===== config.mk =====
export PLATFORM = sky130hd
export DESIGN_NAME = serial_adder_ctrl
export DESIGN_NICKNAME = d
export VERILOG_FILES = /design/src/rtl/serial_adder_ctrl_pkg.sv /design/src/rtl/serial_adder_ctrl_full_adder.sv /design/src/rtl/serial_adder_ctrl.sv
export SDC_FILE = /design/constraint.sdc
export NUM_CORES = 1
export LEC_CHECK = 0
export CAP_MARGIN = 20
export CORE_MARGIN = 10
export CORE_UTILIZATION = 40
export CTS_CLUSTER_DIAMETER = 150
export DETAILED_ROUTE_END_ITERATION = 7
export HOLD_SLACK_MARGIN = 0.02
export PLACE_DENSITY = 0.65
export SETUP_SLACK_MARGIN = 0.4
export SLEW_MARGIN = 20
export SYNTH_ARGS = -nofsm -noshare
export SYNTH_HDL_FRONTEND = slang
export SYNTH_SLANG_ARGS = --single-unit

===== constraint.sdc =====
create_clock -name clk -period 1.7 [get_ports clk]
set_input_delay 0.17 -clock clk [delete_from_list [all_inputs] [get_ports clk]]
set_output_delay 0.17 -clock clk [all_outputs]
set_load 0.1 [all_outputs]

===== src/rtl/serial_adder_ctrl_pkg.sv =====
// Shared types and constants for the bit-serial adder controller.
package serial_adder_ctrl_pkg;

    // Default operand width when the parent does not override it.
    localparam int unsigned DEFAULT_WIDTH = 8;

    // Legal operand width range.
    localparam int unsigned MIN_WIDTH = 2;
    localparam int unsigned MAX_WIDTH = 32;

    // Controller states, fixed 2-bit encoding.
    typedef enum logic [1:0] {
        S_IDLE = 2'd0,
        S_RUN  = 2'd1,
        S_DONE = 2'd2
    } state_e;

endpackage


===== src/rtl/serial_adder_ctrl_full_adder.sv =====
// One-bit full adder cell; purely combinational.
module full_adder (
    input  logic a,
    input  logic b,
    input  logic ci,
    output logic sum,
    output logic carry
);

    // Sum is the three-way parity, carry is the majority.
    always_comb begin
        sum   = a ^ b ^ ci;
        carry = (a & b) | (a & ci) | (b & ci);
    end

endmodule


===== src/rtl/serial_adder_ctrl.sv =====
// Bit-serial adder controller: steps one full_adder over WIDTH cycles,
// LSB first, with a start/busy/done handshake.
module serial_adder_ctrl
    import serial_adder_ctrl_pkg::*;
#(
    parameter int unsigned WIDTH = DEFAULT_WIDTH
) (
    input  logic             clk,
    input  logic             rst,
    input  logic             start,
    input  logic [WIDTH-1:0] a,
    input  logic [WIDTH-1:0] b,
    input  logic             cin,
    output logic             busy,
    output logic             done,
    output logic [WIDTH-1:0] sum,
    output logic             cout
);

    localparam int unsigned CNT_W = $clog2(WIDTH);
    localparam logic [CNT_W-1:0] LAST_BIT = CNT_W'(WIDTH - 1);

    // Reject illegal widths at elaboration.
    generate
        if ((WIDTH < MIN_WIDTH) || (WIDTH > MAX_WIDTH)) begin : g_bad_width
            $error("serial_adder_ctrl: WIDTH out of range");
        end
    endgenerate

    state_e           state;
    logic [WIDTH-1:0] sa;
    logic [WIDTH-1:0] sb;
    logic [WIDTH-1:0] sr;
    logic             c;
    logic [CNT_W-1:0] cnt;

    logic fa_sum;
    logic fa_carry;

    // Single shared adder cell fed from the operand LSBs and the carry flop.
    full_adder u_fa (
        .a     (sa[0]),
        .b     (sb[0]),
        .ci    (c),
        .sum   (fa_sum),
        .carry (fa_carry)
    );

    // FSM, operand/result shifting, carry, bit counter and output registers.
    always_ff @(posedge clk or posedge rst) begin
        if (rst) begin
            state <= S_IDLE;
            sa    <= '0;
            sb    <= '0;
            sr    <= '0;
            c     <= 1'b0;
            cnt   <= '0;
            busy  <= 1'b0;
            done  <= 1'b0;
            sum   <= '0;
            cout  <= 1'b0;
        end else begin
            case (state)
                // IDLE and DONE accept a new request identically.
                S_IDLE, S_DONE: begin
                    done <= 1'b0;
                    if (start) begin
                        sa    <= a;
                        sb    <= b;
                        sr    <= '0;
                        c     <= cin;
                        cnt   <= '0;
                        busy  <= 1'b1;
                        state <= S_RUN;
                    end else begin
                        busy  <= 1'b0;
                        state <= S_IDLE;
                    end
                end

                // One result bit per cycle; sum/cout only move on the final bit.
                S_RUN: begin
                    sa  <= {1'b0, sa[WIDTH-1:1]};
                    sb  <= {1'b0, sb[WIDTH-1:1]};
                    sr  <= {fa_sum, sr[WIDTH-1:1]};
                    c   <= fa_carry;
                    cnt <= cnt + CNT_W'(1);
                    if (cnt == LAST_BIT) begin
                        sum   <= {fa_sum, sr[WIDTH-1:1]};
                        cout  <= fa_carry;
                        busy  <= 1'b0;
                        done  <= 1'b1;
                        state <= S_DONE;
                    end
                end

                default: begin
                    busy  <= 1'b0;
                    done  <= 1'b0;
                    state <= S_IDLE;
                end
            endcase
        end
    end

endmodule


### Word level (Yosys, flattened, before mapping)

Index checks and enable logic that the tools add are counted.

* $add $sub $neg: 1
* multiply operators: 0
* divide/modulo/power cells: 0
* $lt $le $gt $ge: 0
* equality and inequality tests: 5
* shifts and indexed selects: 0
* mux-type cells: 18
* bitwise operators: 7
* reduce and logical (&&, ||, !) cells: 5

Operators with widths (count)
* $pmux 8 s2: 3
* $mux 8: 3
* $mux 1: 6
* $pmux 3 s2: 1
* $ne 2x2->1 const B: 2
* $pmux 1 s2: 2
* $pmux 2 s2: 1
* $reduce_and 2->1: 2
* $add 3x1->3 const B: 1
* $and 1x1->1: 3
* $eq 3x3->1 const B: 1
* $mux 3: 1
* $eq 2x1->1 const B: 1
* $eq 2x2->1 const B: 1
* $logic_not 2->1: 1
* $mux 2: 1
* $or 1x1->1: 2
* $reduce_bool 2->1: 1
* $reduce_or 2->1: 1
* $xor 1x1->1: 2

* register bits after elaboration: 41
* latch bits: 0
* RAM bits: 0
* memory bits (read-only): 0
* output and inout bits: 11
* logic and storage cells: 46
* memories kept: 0

### Longest topological paths before layout

Gate-level depths: netlist (run 1).

* depth in word-level cells: 4
* mapped depth: 6
* depth with buffers taken out: 4

### Modules after synthesis

Synthesis (run 1) repeated with hierarchy kept, for this count alone.

* cells, all modules: 163
* area total of the unflattened synthesis: 1828.0 µm²

By module, submodules not included
* serial_adder_ctrl: instances 1, cells an instance 162, area an instance 1808.0 µm², seq. area each 975.9 µm²
* full_adder: instances 1, cells an instance 1, area an instance 20.0 µm², seq. area each 0.0 µm²

### Least setup slack after synthesis (run 1)

Ideal clock, no wire load.

* kind: flip-flop to flip-flop
* start: register, netlist name done
* end: register cnt[1]
* arrival time: 1.754 ns
* path slack: -0.175 ns
* stages on the path, launching flop included: 4
* period minus slack after synthesis: 1.875 ns
* cell sequence: dfrtp_1 buf_4 mux2_2 a22o_1

RTL lines
* to (signal assigned): RTL line serial_adder_ctrl.sv:87 `cnt <= cnt + CNT_W'(1);`
* to (decl): RTL line serial_adder_ctrl.sv:35 `logic [CNT_W-1:0] cnt;`

==> flow_summary.yaml, run 1 <==
floorplan:
  io_pins: 31
  rows: 24
  start_util_pct: 41.64
  die_w_um: 87.56
  die_area_um2: 7666
  fp.coreArea_um2: 4384
  die_h_um: 87.56
cells_and_area:
  final_common_cell: "dfrtp_1"
  stdcell_area_um2: 2489
  drive_gt1_share_pct: 35.53
  layout.cells.non_filler: 249
  fillers: 372
  postLayoutCoreUtil_pct: 56.76
  n_antenna_cell: 0
  area_growth_pct: 36.33
  regArea_um2: 980.9
  final_cell_mix: "dfrtp_1, clkdlybuf4s50_1, buf_4"
  final_net_count: 219
  multiInputGateArea_um2: 853.3
logic_synthesis:
  synthesis.area_um2: 1826
  synthCells: 155
  synth_seq_area_share_pct: 53.46
  ys_types: 27
  yosys_warnings: 0
  avgSynthCellArea_um2: 11.78
  synthesis.nets: 178
  ys_ff_latch: 39
timing:
  period_minus_slack_ps: 1328
  fin_crit_sh_pct: 78.13
  setup_violations: 0
  tns_ps: 0
  skew_ps: 5.945
  hold_violations: 0
  fmax_mhz: 752.9
  tightestPinTransition_ps: 281.9
  rsz0062_at_grt: "true"
  hold_ws_ps: 218.3
  slew_headroom_pct: 81.36
  setup_ws_ps: 371.8
  report.final.slew_viol_count: 0
critical_path:
  crit_path_start_kind: "register"
  worstPathCellList: "and2b_4, nand2_8, mux2_4"
  slowest_stage: "dfrtp_4"
  worst-r2r-cell-count: 3
  crit_required_ps: 1880
  cp_top_family: "flip-flops"
  worst-path-max-fanout: 6
  end_kind: "register"
  cp_num_buf_inv: 0
  path_class: "reg -> reg"
  slowest_delay_ps: 480
  cp_num_cells: 3
  cp.arrival_ps: 1500
clock_network:
  clock_latency_ps: 290
  cts.clk_slew.worst_paths_ps: 80
  cts.path.max_buffers: 2
  h-tree-depth: 2
  cts_tree: "built"
  cts_root_buffer: "clkbuf_8"
  cts_buffers: 5
  clock-sinks: 39
power_and_ir_drop:
  p_per_area_nw_per_um2: 2050
  p_leak_nw: 1.112
  irDropWorstVdd_v: 0.0008766
  totalPowerFinal_mw: 5.103
drt:
  drt_first_pass_iters: 4
  num_vias: 1307
  wirelength_mm: 4.082
  drt_iter0_drc: 96
  drc: 0
  routedWlPerCell_um: 16.39
  ant_nets: 0
  via_per_inst: 5.249
run_status:
  status: "complete, no violations"
place:
  placed_cells: 232
  dpl_cell_area_um2: 2307
  gp_congestion: 0.7327
  dp_slack_ps: 223.4
  port_buffers: 30
  hpwl_mm: 2.661
grt:
  grt_use_total_pct: 10.80
  grt_pass1_wl_mm: 6.679
  grt-ovfl-total: 0
  grt_max_degree: 40
  grt_pass1_vias: 1378
  antenna_found_initial: 0
worst_hold_path:
  min_path_type: "in -> async"
run:
  maxCapViolCount: 0
where the power goes:
group          total [mW]  internal, mW  leakage, nW  switching, mW
clock               0.601         0.281       0.0477          0.320
sequential           1.71          1.35        0.484          0.356
combinational        2.79          1.21        0.580           1.59
final cells by class:
cell class,count,share of cell area (%)
clock buffers,5,2.765
clock inverters,3,0.6033
inverters,3,0.4525
multi-input cells,103,34.29
flip-flops and latches,39,39.42
well taps,52,2.614
repair buffers,44,19.86
cell usage after synthesis (all sizes together):
library cell	n	share of area [%]
nor3	12	4.9
nand3	5	1.4
and2b	1	0.55
dfrtp	39	53
o21ai	9	2.5
o22ai	12	4.1
a22o	4	1.9
mux2	15	11
mux2i	2	1.1
xnor2	1	0.48
nand2b	8	2.7
fa	1	1.1
nor2	14	2.9
clkbuf	1	0.21
inv	3	0.62
o31ai	1	0.41
buf	11	4.3
nand2	10	2.5
nor2b	1	0.34
a22oi	3	2.1
ha	2	1.4
path summary, 6_finish.rpt:
kind,start,endpoint,slack [ps]
worst min register to register,sb[6]$_DFFE_PP0P_,sb[6]$_DFFE_PP0P_,510
min in group clk,a[6],sa[6]$_DFFE_PP0P_,500
max in group asynchronous,rst,done$_DFFE_PP0P_,1260
worst min-delay path,rst,sum[6]$_DFFE_PP0P_,220
worst max-delay path,done$_DFFE_PP0P_,sum[2]$_DFFE_PP0P_,370
worst max register to register,done$_DFFE_PP0P_,sum[2]$_DFFE_PP0P_,370
worst reg2reg max path, delay by kind of cell, from the launching register on:
kind | cells | cell delay, ps
flip-flops | 1 | 480
AND/OR/NAND/NOR | 2 | 440
multiplexers | 1 | 300
layer usage:
layer,vias up,wire (um),track usage [%]
met2,35,1880,16.34
met5,-,0,0
li1,626,-,-
met4,0,43,3.333
met3,5,235,4.457
met1,641,1922,13.74
cells by family (layout without fill, tap and decap cells):
family | Yosys count | count (layout) | synth area share [%]
compound gates | 29 | 29 | 10.97
xor+xnor | 1 | 1 | 0.4799
fa+ha+maj | 3 | 3 | 2.467
buf+inv | 15 | 55 | 5.140
flops | 39 | 39 | 53.46
mux | 17 | 17 | 12.20
simple gates | 51 | 53 | 15.28
sequential cells by signal (all words and copies together) (netlist names):
| name | count |
|---|---|
| sum | 8 |
| c | 1 |
| state | 1 |
| done | 1 |
| sb | 8 |
| busy | 1 |
| cout | 1 |
| sr | 7 |
| sa | 8 |
| cnt | 3 |
timing repair:
item	4_1_cts	5_1_grt
resized for setup	4	2
cloned	1	1
pin swaps	3	0
hold buffers	0	0
endpoints found under the setup margin	18	27
buffers inserted	5	2
No activity file was read; power rests on OpenSTA's default activity.
==> run 2: changes to the inputs <==
Clock period 1.7 ns to 1.3 ns, I/O delays scaled along.
==> run 2 against run 1 <==
Compared with the run above:
- the run now ends with setup timing left
- routed wire length rose by 12%
- fmax shrank 1.1%
- sequential share of layout area shrank 3.6 points
- power is 45% higher
- utilization grew 5.7 points
- flip-flop and latch count did not move
- worst setup slack worse by 410 ps
- clock power grew 27%
- combinational power up 57%
- cell area is 10% higher
- largest cell class unchanged
==> flow_summary.yaml, run 2 (synthesized netlist as in run 1, its figures left out) <==
run_status:
  status: "finished, violations left"
  failed_checks: "setup timing"
timing:
  report.final.slew_viol_count: 0
  fin_crit_sh_pct: 103.3
  setup_ws_ps: -42.40
  period_minus_slack_ps: 1342
  hold_ws_ps: 233.1
  setup_violations: 9
  rsz0062_at_grt: "true"
  fmax_mhz: 744.9
  hold_violations: 0
  skew_ps: 5.722
  tns_ps: -266.5
  tightestPinTransition_ps: 212.8
  slew_headroom_pct: 85.81
cells_and_area:
  final_cell_mix: "dfrtp_1, buf_4, clkdlybuf4s50_1"
  reg_top3: "sa x8, sb x8, sum x8"
  final_common_cell: "dfrtp_1"
  layout.cells.non_filler: 263
  area_growth_pct: 50.10
  final_net_count: 234
  stdcell_area_um2: 2740
  fillers: 326
  postLayoutCoreUtil_pct: 62.50
  drive_gt1_share_pct: 41.71
  n_antenna_cell: 0
critical_path:
  crit_required_ps: 1470
  end_kind: "register"
  critPathLaunch: "done$_DFFE_PP0P_"
  crit_path_start_kind: "register"
  worst-r2r-cell-count: 3
  cp.arrival_ps: 1510
  worstPathCellList: "and2b_4, nand2_4, mux2_4"
  path_class: "reg -> reg"
  r2r-start: "done$_DFFE_PP0P_"
  cp_num_cells: 3
  slowest_delay_ps: 490
  cp_num_buf_inv: 0
  worst-path-max-fanout: 5
  cp_top_family: "flip-flops"
  slowest_stage: "dfrtp_4"
power_and_ir_drop:
  p_seq_share_pct: 30.5
  irDropWorstVdd_v: 0.001099
  p_leak_nw: 1.226
  p_per_area_nw_per_um2: 2697
  clockPowerShare_pct: 10.4
  p_int_mw: 4.249
  p_comb_share_pct: 59.1
  p_sw_mw: 3.141
  switching_share_pct: 42.50
  totalPowerFinal_mw: 7.390
grt:
  grt-ovfl-total: 0
  grt_pass1_vias: 1529
  grt_pass1_wl_mm: 7.548
  grt_max_degree: 40
  grt_use_total_pct: 12.19
  antenna_found_initial: 0
clock_network:
  cts.path.max_buffers: 2
  cts_buffers: 5
  postCtsHoldBufs: 0
  cts_tree: "built"
  cts_root_buffer: "clkbuf_8"
  h-tree-depth: 2
  clock_latency_ps: 290
  clock-sinks: 39
  cts.clk_slew.worst_paths_ps: 70
run:
  maxCapViolCount: 0
place:
  dpl_cell_area_um2: 2450
  gp_congestion: 0.7467
  hpwl_mm: 2.869
  placed_cells: 242
  dp_slack_ps: -100.9
  port_buffers: 30
floorplan:
  die_h_um: 87.56
  die_w_um: 87.56
  die_area_um2: 7666
  io_pins: 31
  rows: 24
  start_util_pct: 41.64
  fp.coreArea_um2: 4384
drt:
  num_vias: 1401
  routedWlPerCell_um: 17.35
  via_per_inst: 5.327
  drc: 0
  drt_iter0_drc: 73
  drt_first_pass_iters: 4
  wirelength_mm: 4.564
  ant_nets: 0
worst_hold_path:
  min_path_type: "in -> async"
==> run 2: cell count changes in the layout (fill, tap and decap cells not counted), moves of 2 or more <==
| cell | previous run | this run |
|---|---|---|
| buf_12 | 9 | 14 |
| buf_6 | 1 | 6 |
| buf_4 | 15 | 18 |
| clkinv_2 | 3 | 0 |
| clkbuf_1 | 0 | 2 |
| inv_1 | 3 | 1 |
==> run 2: tightest hold or removal path, cell delays in order <==
cell             delay, ps
clkdlybuf4s50_1        440
clkinvlp_4              90
buf_12                 220
==> run 2: final timing paths <==
check                                     endpoint  slack (ps)
worst min-delay path             sb[0]$_DFFE_PP0P_         230
max in group asynchronous         done$_DFFE_PP0P_         860
min in group clk                 sr[4]$_DFFE_PP0P_         290
worst max-delay path            sum[0]$_DFFE_PP0P_         -40
worst min register to register   sa[4]$_DFFE_PP0P_         510
worst max register to register  sum[0]$_DFFE_PP0P_         -40
==> run 2: layout make-up <==
type                       count  area, um2  share of cell area, %
timing repair buffer          59      715.7                  26.12
inverter                       3      15.01                 0.5479
tap                           52      65.06                  2.374
clock buffer                   7      76.32                  2.785
sequential                    39      982.2                  35.84
multi-input combinational    103      885.9                  32.33
==> run 2: timing repair <==
action / CTS / global route
endpoints found under the setup margin: 50 / 50
pin swaps: 2 / 10
buffers inserted: 9 / 1
resized for setup: 16 / 7
hold endpoints to repair: 0 / 0
gates cloned: 3 / 1
==> run 2: power by group through the flow <==
stage	logic, mW	clock network (mW)	registers [mW]
2_1_floorplan	1.81	0	3.04
3_3_place_gp	3.70	0	2.23
3_5_place_dp	3.80	0	2.26
4_1_cts	4.21	0.788	2.24
5_1_grt	4.69	0.832	2.32
6_report	4.37	0.766	2.26
==> run 2: per-layer routing <==
layer | up-vias | part of all wire [%] | track usage (%)
met5 | - | 0 | 0
met4 | 0 | 1.2 | 2.754
met3 | 7 | 5.7 | 4.085
met2 | 28 | 50 | 19.44
met1 | 709 | 43 | 15.63
li1 | 657 | - | -
